[config.mk]
export PLATFORM = sky130hd
export DESIGN_NAME = ofdm_tx_qam_mapper
export DESIGN_NICKNAME = d
export VERILOG_FILES = /design/src/rtl/ofdm_tx_qam_mapper.sv
export SDC_FILE = /design/constraint.sdc
export NUM_CORES = 1
export LEC_CHECK = 0
export BUFFER_PORTS_ARGS = -buffer_cell sky130_fd_sc_hd__buf_2
export CELL_PAD_IN_SITES_DETAIL_PLACEMENT = 1
export CELL_PAD_IN_SITES_GLOBAL_PLACEMENT = 1
export CORE_UTILIZATION = 39
export CTS_CLUSTER_DIAMETER = 200
export DETAILED_ROUTE_END_ITERATION = 6
export PLACE_DENSITY = 0.77
export SYNTH_ARGS = -nofsm -noshare
export SYNTH_HDL_FRONTEND = slang
export SYNTH_SLANG_ARGS = --single-unit
[constraint.sdc]
create_clock -name clk -period 3.1 [get_ports clk]
set_input_delay 0.62 -clock clk [delete_from_list [all_inputs] [get_ports clk]]
set_output_delay 0.62 -clock clk [all_outputs]
set_load 0.05 [all_outputs]
[src/rtl/ofdm_tx_qam_mapper.sv]
// Serial-bit to QPSK/16-QAM Gray mapper feeding the IFFT subcarrier loader.
// Optional per-frame x^7+x^4+1 scrambler: define OFDM_TX_QAM_MAPPER_SCRAMBLE_EN.
module ofdm_tx_qam_mapper #(
    parameter int BITS_PER_SYM   = 4,
    parameter int SYMS_PER_FRAME = 56,
    parameter int IQ_W           = 8,
    parameter int AMP            = 32
) (
    input  logic                   clk,
    input  logic                   nreset,
    input  logic                   bit_in,
    input  logic                   bit_valid,
    output logic                   bit_ready,
    output logic signed [IQ_W-1:0] sym_i,
    output logic signed [IQ_W-1:0] sym_q,
    output logic [7:0]             sym_idx,
    output logic                   sym_last,
    output logic                   sym_valid,
    input  logic                   sym_ready
);

    if (BITS_PER_SYM != 2 && BITS_PER_SYM != 4) begin : g_bad_bps
        $error("BITS_PER_SYM must be 2 or 4");
    end
    if (3 * AMP > 2 ** (IQ_W - 1) - 1) begin : g_bad_amp
        $error("3*AMP does not fit in IQ_W signed");
    end

    localparam logic [0:0] COLLECT = 1'b0;
    localparam logic [0:0] OUTPUT  = 1'b1;

    localparam logic signed [IQ_W-1:0] LVL_P1 = IQ_W'(AMP);
    localparam logic signed [IQ_W-1:0] LVL_M1 = IQ_W'(-AMP);
    localparam logic signed [IQ_W-1:0] LVL_P3 = IQ_W'(3 * AMP);
    localparam logic signed [IQ_W-1:0] LVL_M3 = IQ_W'(-3 * AMP);
    localparam logic [2:0]             LAST_BIT = 3'(BITS_PER_SYM - 1);
    localparam logic [7:0]             LAST_IDX = 8'(SYMS_PER_FRAME - 1);

    logic [0:0]              state_q, state_d;
    logic [2:0]              cnt_q, cnt_d;
    logic [BITS_PER_SYM-1:0] shift_q, shift_d;
    logic                    bit_ready_q, bit_ready_d;
    logic                    sym_valid_q, sym_valid_d;
    logic signed [IQ_W-1:0]  sym_i_q, sym_i_d, sym_q_q, sym_q_d;
    logic [7:0]              sym_idx_q, sym_idx_d;

    logic                    mapped_bit;
    logic                    bit_acc;
    logic                    sym_acc;
    logic [BITS_PER_SYM-1:0] group;
    logic signed [IQ_W-1:0]  map_i, map_q;

    function automatic logic signed [IQ_W-1:0] gray16(input logic [1:0] pair);
        case (pair)
            2'b00:   return LVL_M3;
            2'b01:   return LVL_M1;
            2'b11:   return LVL_P1;
            default: return LVL_P3;
        endcase
    endfunction

    assign bit_acc = bit_valid & bit_ready_q;
    assign sym_acc = sym_valid_q & sym_ready;

`ifdef OFDM_TX_QAM_MAPPER_SCRAMBLE_EN
    logic [6:0] lfsr_q, lfsr_d;
    logic       lfsr_fb;

    assign lfsr_fb    = lfsr_q[6] ^ lfsr_q[3];
    assign mapped_bit = bit_in ^ lfsr_fb;

    // Reseed after the frame's last symbol so every frame sees the same keystream.
    always_comb begin
        lfsr_d = lfsr_q;
        if (bit_acc) begin
            lfsr_d = {lfsr_q[5:0], lfsr_fb};
        end else if (sym_acc && sym_last) begin
            lfsr_d = 7'h7F;
        end
    end

    always_ff @(posedge clk) begin
        if (!nreset) begin
            lfsr_q <= 7'h7F;
        end else begin
            lfsr_q <= lfsr_d;
        end
    end
`else
    assign mapped_bit = bit_in;
`endif

    // First bit received ends up as the group MSB.
    assign group = {shift_q[BITS_PER_SYM-2:0], mapped_bit};

    if (BITS_PER_SYM == 4) begin : g_qam16
        assign map_i = gray16(group[3:2]);
        assign map_q = gray16(group[1:0]);
    end else begin : g_qpsk
        assign map_i = group[1] ? LVL_P1 : LVL_M1;
        assign map_q = group[0] ? LVL_P1 : LVL_M1;
    end

    always_comb begin
        state_d     = state_q;
        cnt_d       = cnt_q;
        shift_d     = shift_q;
        sym_valid_d = sym_valid_q;
        sym_i_d     = sym_i_q;
        sym_q_d     = sym_q_q;
        sym_idx_d   = sym_idx_q;
        case (state_q)
            COLLECT: begin
                if (bit_acc) begin
                    if (cnt_q == LAST_BIT) begin
                        cnt_d       = '0;
                        shift_d     = '0;
                        sym_i_d     = map_i;
                        sym_q_d     = map_q;
                        sym_valid_d = 1'b1;
                        state_d     = OUTPUT;
                    end else begin
                        cnt_d   = cnt_q + 3'd1;
                        shift_d = group;
                    end
                end
            end
            default: begin
                if (sym_acc) begin
                    sym_valid_d = 1'b0;
                    sym_idx_d   = (sym_idx_q == LAST_IDX) ? 8'd0 : sym_idx_q + 8'd1;
                    state_d     = COLLECT;
                end
            end
        endcase
        bit_ready_d = (state_d == COLLECT);
    end

    always_ff @(posedge clk) begin
        if (!nreset) begin
            state_q     <= COLLECT;
            cnt_q       <= '0;
            shift_q     <= '0;
            bit_ready_q <= 1'b0;
            sym_valid_q <= 1'b0;
            sym_i_q     <= '0;
            sym_q_q     <= '0;
            sym_idx_q   <= '0;
        end else begin
            state_q     <= state_d;
            cnt_q       <= cnt_d;
            shift_q     <= shift_d;
            bit_ready_q <= bit_ready_d;
            sym_valid_q <= sym_valid_d;
            sym_i_q     <= sym_i_d;
            sym_q_q     <= sym_q_d;
            sym_idx_q   <= sym_idx_d;
        end
    end

    assign bit_ready = bit_ready_q;
    assign sym_valid = sym_valid_q;
    assign sym_i     = sym_i_q;
    assign sym_q     = sym_q_q;
    assign sym_idx   = sym_idx_q;
    assign sym_last  = sym_valid_q && (sym_idx_q == LAST_IDX);

endmodule

-- Yosys cells after proc, flatten, opt, wreduce, memory -nomap -nowiden
Index checks and enable logic that the tools add are counted.
- add/sub/neg operators: 2
- $mul: 0
- div/mod/pow operators: 0
- $lt $le $gt $ge: 0
- equal/unequal tests: 7
- shifts and indexed selects: 0
- multiplexer cells: 13
- bitwise logic cells: 4
- reduce and logical (&&, ||, !) cells: 9
- operators by type and width (kind ; number):
    8-bit case mux with 3 select lines ; 2
    8-bit by 1-bit adder with 8-bit output (second input constant) ; 1
    8-bit by 6-bit equality test with 1-bit output (second input constant) ; 1
    1-bit two-way mux ; 8
    8-bit two-way mux ; 1
    3-bit two-way mux ; 2
    3-bit AND reduction ; 2
    2-bit by 1-bit equality test with 1-bit output (second input constant) ; 2
    2-bit equality test (second input constant) ; 2
    2-bit zero test ; 2
    2-bit AND reduction ; 2
    2-bit nonzero test ; 2
    3-bit by 1-bit adder with 3-bit output (second input constant) ; 1
    3-bit by 2-bit equality test with 1-bit output (second input constant) ; 1
    1-bit bitwise AND ; 2
    2-bit by 1-bit inequality test with 1-bit output (second input constant) ; 1
    1-bit inverter ; 2
    1-bit logical AND ; 1
- flip-flop bits (word level): 33
- latch bits: 0
- memory bits (writable): 0
- bits in read-only memories: 0
- input bits: 5
- logic and storage cells: 43
- memories: 0

-- Logic depth before layout (Yosys ltp)
Gate-level depths: netlist of run 1.
- word-level depth: 5
- gate-level depth with buffers: 5

-- Least setup slack after synthesis of run 1
OpenSTA, ideal clock, no wires.
- path type: register to output
- start point: reg sym_idx_q[0], in the netlist sym_idx[0]
- end point: out sym_last
- arrival time: 2276 ps
- slack: 204 ps
- cell stages (with the launch flop): 4
- buffers on the path: 0
- cells stage by stage: dfxtp_1 ha_1 nand4_1 nor3_1
- cells in the longest elaborated chain, start to end: 2
- ends and longest elaborated chain (what ; line ; RTL):
    from (decl) ; 45 ; logic [7:0] sym_idx_q, sym_idx_d;
    from (signal assigned) ; 157 ; sym_idx_q <= sym_idx_d;
    8-bit by 6-bit equality test with 1-bit output ; 166 ; assign sym_last = sym_valid_q && (sym_idx_q == LAST_IDX);
    1-bit logical AND ; 166 ;
    to (decl) ; 17 ; output logic sym_last,
Every way passes these cells.

-- Final worst setup path of run 1
Ends and elaborated chain as after synthesis.

==> run metrics, run 1 <==
fillcell total about 330; Yosys cell types 28; final slew viol count 0; worst path cell trace ha_1 > nand4_1 > nor3_1 > buf_2; area of the multi-input gates 566 µm²; Die H 55.0 µm; I/O pins 32; area delta synth->final 12.2%; TritonCTS clock tree yes; Seq cells post-synth 22; most common cell after layout, fill and taps aside dfxtp_1; vias per cell 5.35; largest net degree at the start of global routing 15; via count 942; Pwr Density 461 nW/µm²; DRT Wirelength ~2.5 mm; placed inst area roughly 1200 µm²; skew final 17.0 ps; Slew HR 56.0%; fin crit period ~2200 ps; htree depth 1; Top Usage Layer GRT met2; Root Buffer clkbuf_4; initial antenna violation count 0; GRT met1 Usage 23.3%; nets@finish 159; share of cells above drive strength 1 19.9%; grt total ovfl 0; area leader, netlist dfxtp_1; vias in the first global route just over 900; WP data arrival 1630 ps; Synth top area share 40.3%; setup TNS 0 ps; worst slew pin tran 653 ps; GRT Total Usage between 10% and 20%; met2 GRT Util 32.5%; crit path max-delay cell type dfxtp_1; Longest Clk Path Bufs 2; met3 Resource Use GR 5.74%; CP delay by family, top flip-flops; # resized after CTS 0; total power 566 µW; DP HPWL 1.81 mm; crit share post-route 72.5%; post-route ant nets 0; top cells by area, synth dfxtp_1 (40%), buf_4 (8.2%), ha_1 (8.0%); synthesized cell area approximately 1100 µm²; Clock Latency Late Sink 320 ps; number of max-cap violations 0; # DRC 0; Ys Warns 0; initial DRC count 6; CTS buffer count 3; register area share after synthesis 40.3%; n_diodes 0; WP data required between 2000 and 2500 ps; WL/cell 14.0 µm; Mean Syn Cell Area 8.75 µm²; drt pass-1 iters 4; fin area 1230 µm²; Die Area 3020 µm²; critical path peak fanout 5; EDFF count, synth 0; Syn Inst Count between 100 and 150; die width approximately 55 µm; Setup crit start kind register; CP max stage delay 430 ps; Tightest Hold Check Type register to register; CP Class register to output port; RSZ-0062 raised after global routing no; clock-pin transition on the worst setup and hold timing paths roughly 140 ps; GPL Wtd Cong around 0.7; Max VDD drop 405 µV; Final Setup Violations 0; initial cell density of the core 42.6%; ys async rst share 0%; Buf/Inv on CP 1; first-pass GRT wire length 4.04 mm; clk sinks 22; Max Clock Freq 445 MHz; most frequent cells in the layout dfxtp_1 (22), buf_2 (21), a21oi_1 (17), nand2_1 (13), conb_1 (10); endpoint class of the critical path output port; # port buffers 21; num rows 18; status completed; area of the core 2570 µm²; Pleak around 0.00052 µW; postcts setup bufs 0; Reg area around 440 µm²; Hold-fix buffers, CTS 0; Synth Flop Type dfxtp_1; Final Hold Viols 0
-- sequential cells by signal, summed over array words and instances, names as in the netlist --
| signal | count |
|---|---|
| sym_valid | 1 |
| sym_idx | 8 |
| sym_i | 3 |
| shift_q | 3 |
| state_q | 1 |
| bit_ready | 1 |
| cnt_q | 3 |
| sym_q | 2 |
-- cell families after synthesis --
family / after synthesis / synth area share (%)
simple gates: 42 / 21.1
flops: 22 / 40.3
mux: 1 / 0.915
compound gates: 29 / 15.9
xor+xnor: 3 / 2.40
other cells: 1 / 0.343
buf+inv: 20 / 11.1
fa+ha+maj: 7 / 8.01
-- layer usage --
metal,up-vias,part of all wire [%]
met5,-,0
met4,0,0.57
met3,2,4.4
met2,25,49
met1,453,46
li1,462,-
-- through the flow --
stage | utilization (%) | cells | worst slack, ps | hold WS [ps]
4_1_cts | 47.8 | 176 | 820 | 467
2_1_floorplan | - | 134 | 204 | 420
3_5_place_dp | 45.8 | 172 | 1180 | 450
5_1_grt | 47.8 | 176 | 707 | 496
6_report | 47.8 | 176 | 853 | 470
3_3_place_gp | 45.8 | 172 | 1240 | 432
-- worst paths after layout --
path,from,end,slack (ps),depth (start not counted)
max,sym_idx[0]$_SDFFE_PN0P_,sym_last,850,4
min,cnt_q[2]$_SDFFE_PN0P_,cnt_q[2]$_SDFFE_PN0P_,470,2
max reg2reg,cnt_q[0]$_SDFFE_PN0P_,shift_q[2]$_SDFFE_PN0P_,1520,4
min reg2reg,cnt_q[2]$_SDFFE_PN0P_,cnt_q[2]$_SDFFE_PN0P_,470,2
-- synth_stat cells, types with 2 or more instances --
cell,instances
dfxtp_1,22
a21oi_1,17
nand2_1,13
buf_4,12
ha_1,7
nor2_1,7
inv_1,6
nand3_1,6
o21ai_0,6
or4_1,4
nand4_1,3
o31ai_1,3
or3_1,3
xor2_1,2
-- area by class of cell --
type | instances | area share (%)
Tap cell | 30 | 3.06
Timing Repair Buffer | 21 | 8.56
Sequential cell | 22 | 35.9
Clock buffer | 3 | 1.83
Clock inverter | 1 | 2.45
Inverter | 7 | 2.14
Multi-Input combinational cell | 92 | 46.1
-- worst min-delay path: cells and delay by family (launching register included) --
| family | cells | cell delay, ps |
|---|---|---|
| compound gates | 1 | 30 |
| flops | 1 | 350 |
| simple gates | 1 | 60 |
-- report_power, final --
group / total, µW / internal [µW] / switching (µW)
Sequential: 289 / 286 / 2.98
Combinational: 56.2 / 9.63 / 46.6
Clock: 221 / 131 / 90.2
(Power assumes the default switching activity.)
==> inputs of run 2 (changes only) <==
--- a/config.mk
+++ b/config.mk
@@ -5,13 +5,14 @@
 export SDC_FILE = /design/constraint.sdc
 export NUM_CORES = 1
 export LEC_CHECK = 0
+export ABC_AREA = 1
 export BUFFER_PORTS_ARGS = -buffer_cell sky130_fd_sc_hd__buf_2
 export CELL_PAD_IN_SITES_DETAIL_PLACEMENT = 1
 export CELL_PAD_IN_SITES_GLOBAL_PLACEMENT = 1
-export CORE_UTILIZATION = 39
+export CORE_UTILIZATION = 36
 export CTS_CLUSTER_DIAMETER = 200
 export DETAILED_ROUTE_END_ITERATION = 6
-export PLACE_DENSITY = 0.77
+export PLACE_DENSITY = 0.74
 export SYNTH_ARGS = -nofsm -noshare
 export SYNTH_HDL_FRONTEND = slang
 export SYNTH_SLANG_ARGS = --single-unit
==> constraint.sdc (replaced) <==
create_clock -name clk -period 2.3 [get_ports clk]
set_input_delay 0.46 -clock clk [delete_from_list [all_inputs] [get_ports clk]]
set_output_delay 0.46 -clock clk [all_outputs]
set_load 0.05 [all_outputs]
==> run metrics, run 2 <==
status finished with violations; violated checks design-rule violations; GRT Total Usage 15.5% (-3.7 points); Ys Warns 0 (unchanged); largest net degree at the start of global routing 14 (-1); fin util 44.5% (-3.3 points); area delta synth->final 13.0%; final setup margin 264 ps (-589 ps); area of the core 2850 µm² (+11%); Longest Clk Path Bufs 2 (unchanged); postcts setup bufs 0 (unchanged); WP data required 1840 ps (-640 ps); top cells by area, synth dfxtp_1 (39%), ha_1 (7.8%), buf_4 (7.4%); initial DRC count 24 (+18); WL/cell 11.3 µm (-19%); fillcell total 386 (+18%); critical path peak fanout 5 (unchanged); TritonCTS clock tree yes; Pleak 0.000584 µW (+12%); share of cells above drive strength 1 19.3% (-0.56 points); Synth Flop Type dfxtp_1; synthesized cell area 1120 µm² (+2.6%); # resized after CTS 0 (unchanged); Final Hold Viols 0 (unchanged); endpoint class of the critical path output port; vias in the first global route 959 (+5.8%); Power Internal 578 µW (+36%); Largest register FFs 8 (unchanged); Sequential Power Share 50.9% (-0.2 points); WP data arrival 1580 ps (-50 ps); CP Class register to output port; total power 770 µW (+36%); Final Setup Violations 0 (unchanged); clock-pin transition on the worst setup and hold timing paths 130 ps (about the same); Setup crit start kind register; Synth top area share 39.2% (-1.0 points); clk sinks 22 (unchanged); Hold-fix buffers, CTS 0 (unchanged); Mean Syn Cell Area 7.53 µm² (-14%); DRT Wirelength 2.29 mm (-7.1%); DP HPWL 1.84 mm (+1.9%); Switching Share 24.9% (+0.20 points); initial cell density of the core 39.3% (-3.3 points); vias per cell 4.76 (-11%); ys async rst share 0% (unchanged); htree depth 1 (unchanged); die width 57.8 µm (+5.3%); post-route ant nets 0 (unchanged); Tightest Hold Check Type input port to register; nets@finish 184 (+16%); EDFF count, synth 0 (unchanged); setup TNS 0 ps (unchanged); # DRC 2 (+2); Max VDD drop 249 µV (-39%); GPL Wtd Cong 0.787 (+11%); NetSw 192 µW (+37%); register area share after synthesis 39.2% (-1.0 points); area of the multi-input gates 557 µm² (-1.5%); Clock Latency Late Sink 310 ps (about the same); CTS buffer count 3 (unchanged); Seq cells post-synth 22 (unchanged); n_diodes 0 (unchanged); via count 961 (+2.0%); grt total ovfl 0 (unchanged); first-pass GRT wire length 4.09 mm (+1.2%); most frequent cells in the layout nand2_1 (22), dfxtp_1 (22), nor2_1 (21), buf_2 (21), inv_1 (19); Post-synth top cells dfxtp_1 (22), nand2_1 (22), nor2_1 (22), inv_1 (19), buf_4 (11); Reg area 440 µm² (unchanged); fin crit period 2040 ps; DP Worst Slack 596 ps (-580 ps); drt pass-1 iters 6 (+2); # port buffers 21 (unchanged); final slew viol count 0 (unchanged); Die H 57.8 µm (+5.3%); crit share post-route 88.5%; Pwr Density 607 nW/µm² (+31%); number of max-cap violations 0 (unchanged); Root Buffer clkbuf_4; I/O pins 32 (unchanged); RSZ-0062 raised after global routing no; dpl cells 198 (+15%); Non-Filler Instances 202 (+15%); initial antenna violation count 0 (unchanged); num rows 19 (+1); Yosys cell types 23 (-18%); Die Area 3340 µm² (+11%); Max Clock Freq 491 MHz; Gate power share 10.2% (+0.3 points); Clock power frac 38.9% (about the same); area leader, netlist dfxtp_1; skew final 6.11 ps (-10.9 ps); Syn Inst Count 149 (+19%)
==> run 2: changes by cell type after synthesis, moves of 2 or more <==
cell,change
nand3_1,+4
nor3_1,+4
a21oi_1,-9
nor2_1,+15
inv_1,+13
or4_1,-4
nor2_4,+2
o31ai_1,-3
nand2_1,+9
nand4_1,-3
or3_1,-3
xor2_1,-2
a211oi_1,+2
==> run 2: through the flow <==
step | hold slack (ps) | cell area (µm²)
after floorplan | 449 | 1160
after global placement | 458 | 1220
after detailed placement | 473 | 1220
after CTS | 437 | 1270
after global routing | 456 | 1270
final | 448 | 1270
==> run 2: power groups by stage <==
stage	clock network, µW	registers (µW)	logic, µW
2_1_floorplan	0	404	74.2
3_3_place_gp	0	400	76.8
3_5_place_dp	0	400	78.4
4_1_cts	309	392	78.9
5_1_grt	322	393	87.1
6_report	299	392	78.4
==> run 2: area by class of cell <==
cell class                 count  area share [%]
multi-input combinational    104            43.9
clock buffer                   3            1.78
tap                           31            3.06
clock inverter                 1            2.37
timing repair buffer          21            8.28
inverter                      20            5.92
sequential                    22            34.7
==> run 2: routing by layer <==
| metal | GRT usage (%) | routed length (µm) | vias up |
|---|---|---|---|
| met1 | 19.9 | 1040 | 449 |
| met3 | 2.01 | 61 | 2 |
| met2 | 26.4 | 1170 | 13 |
| met5 | 0 | 0 | - |
| met4 | 6.12 | 15 | 0 |
| li1 | - | - | 497 |
==> run 2: final timing paths <==
| path | from | depth (start not counted) | to | slack, ps |
|---|---|---|---|---|
| setup / recovery | sym_idx[0]$_SDFFE_PN0P_ | 6 | sym_last | 260 |
| hold / removal | bit_in | 3 | shift_q[0]$_SDFFE_PN0P_ | 450 |
| setup reg to reg | cnt_q[0]$_SDFFE_PN0P_ | 8 | sym_q[7]$_SDFFE_PN0P_ | 990 |
| hold reg to reg | cnt_q[1]$_SDFFE_PN0P_ | 2 | cnt_q[1]$_SDFFE_PN0P_ | 500 |
==> run 2: cell families (layout without fill, tap and decap cells) <==
kind of cell    count (synthesis)  after routing  share of synthesized area, %
fa+ha+maj                       7              7                          7.80
flops                          22             22                          39.2
simple gates                   67             67                          28.2
compound gates                 20             20                          10.0
buf+inv                        32             45                          14.4
other cells                     1             10                         0.334
==> run 2: critical path: stages (launching register included) <==
cell     delay, ps
dfxtp_1        410
ha_1           220
nand2_1         70
nor2_1         140
nand2_1        100
nor2_2          80
buf_2          260
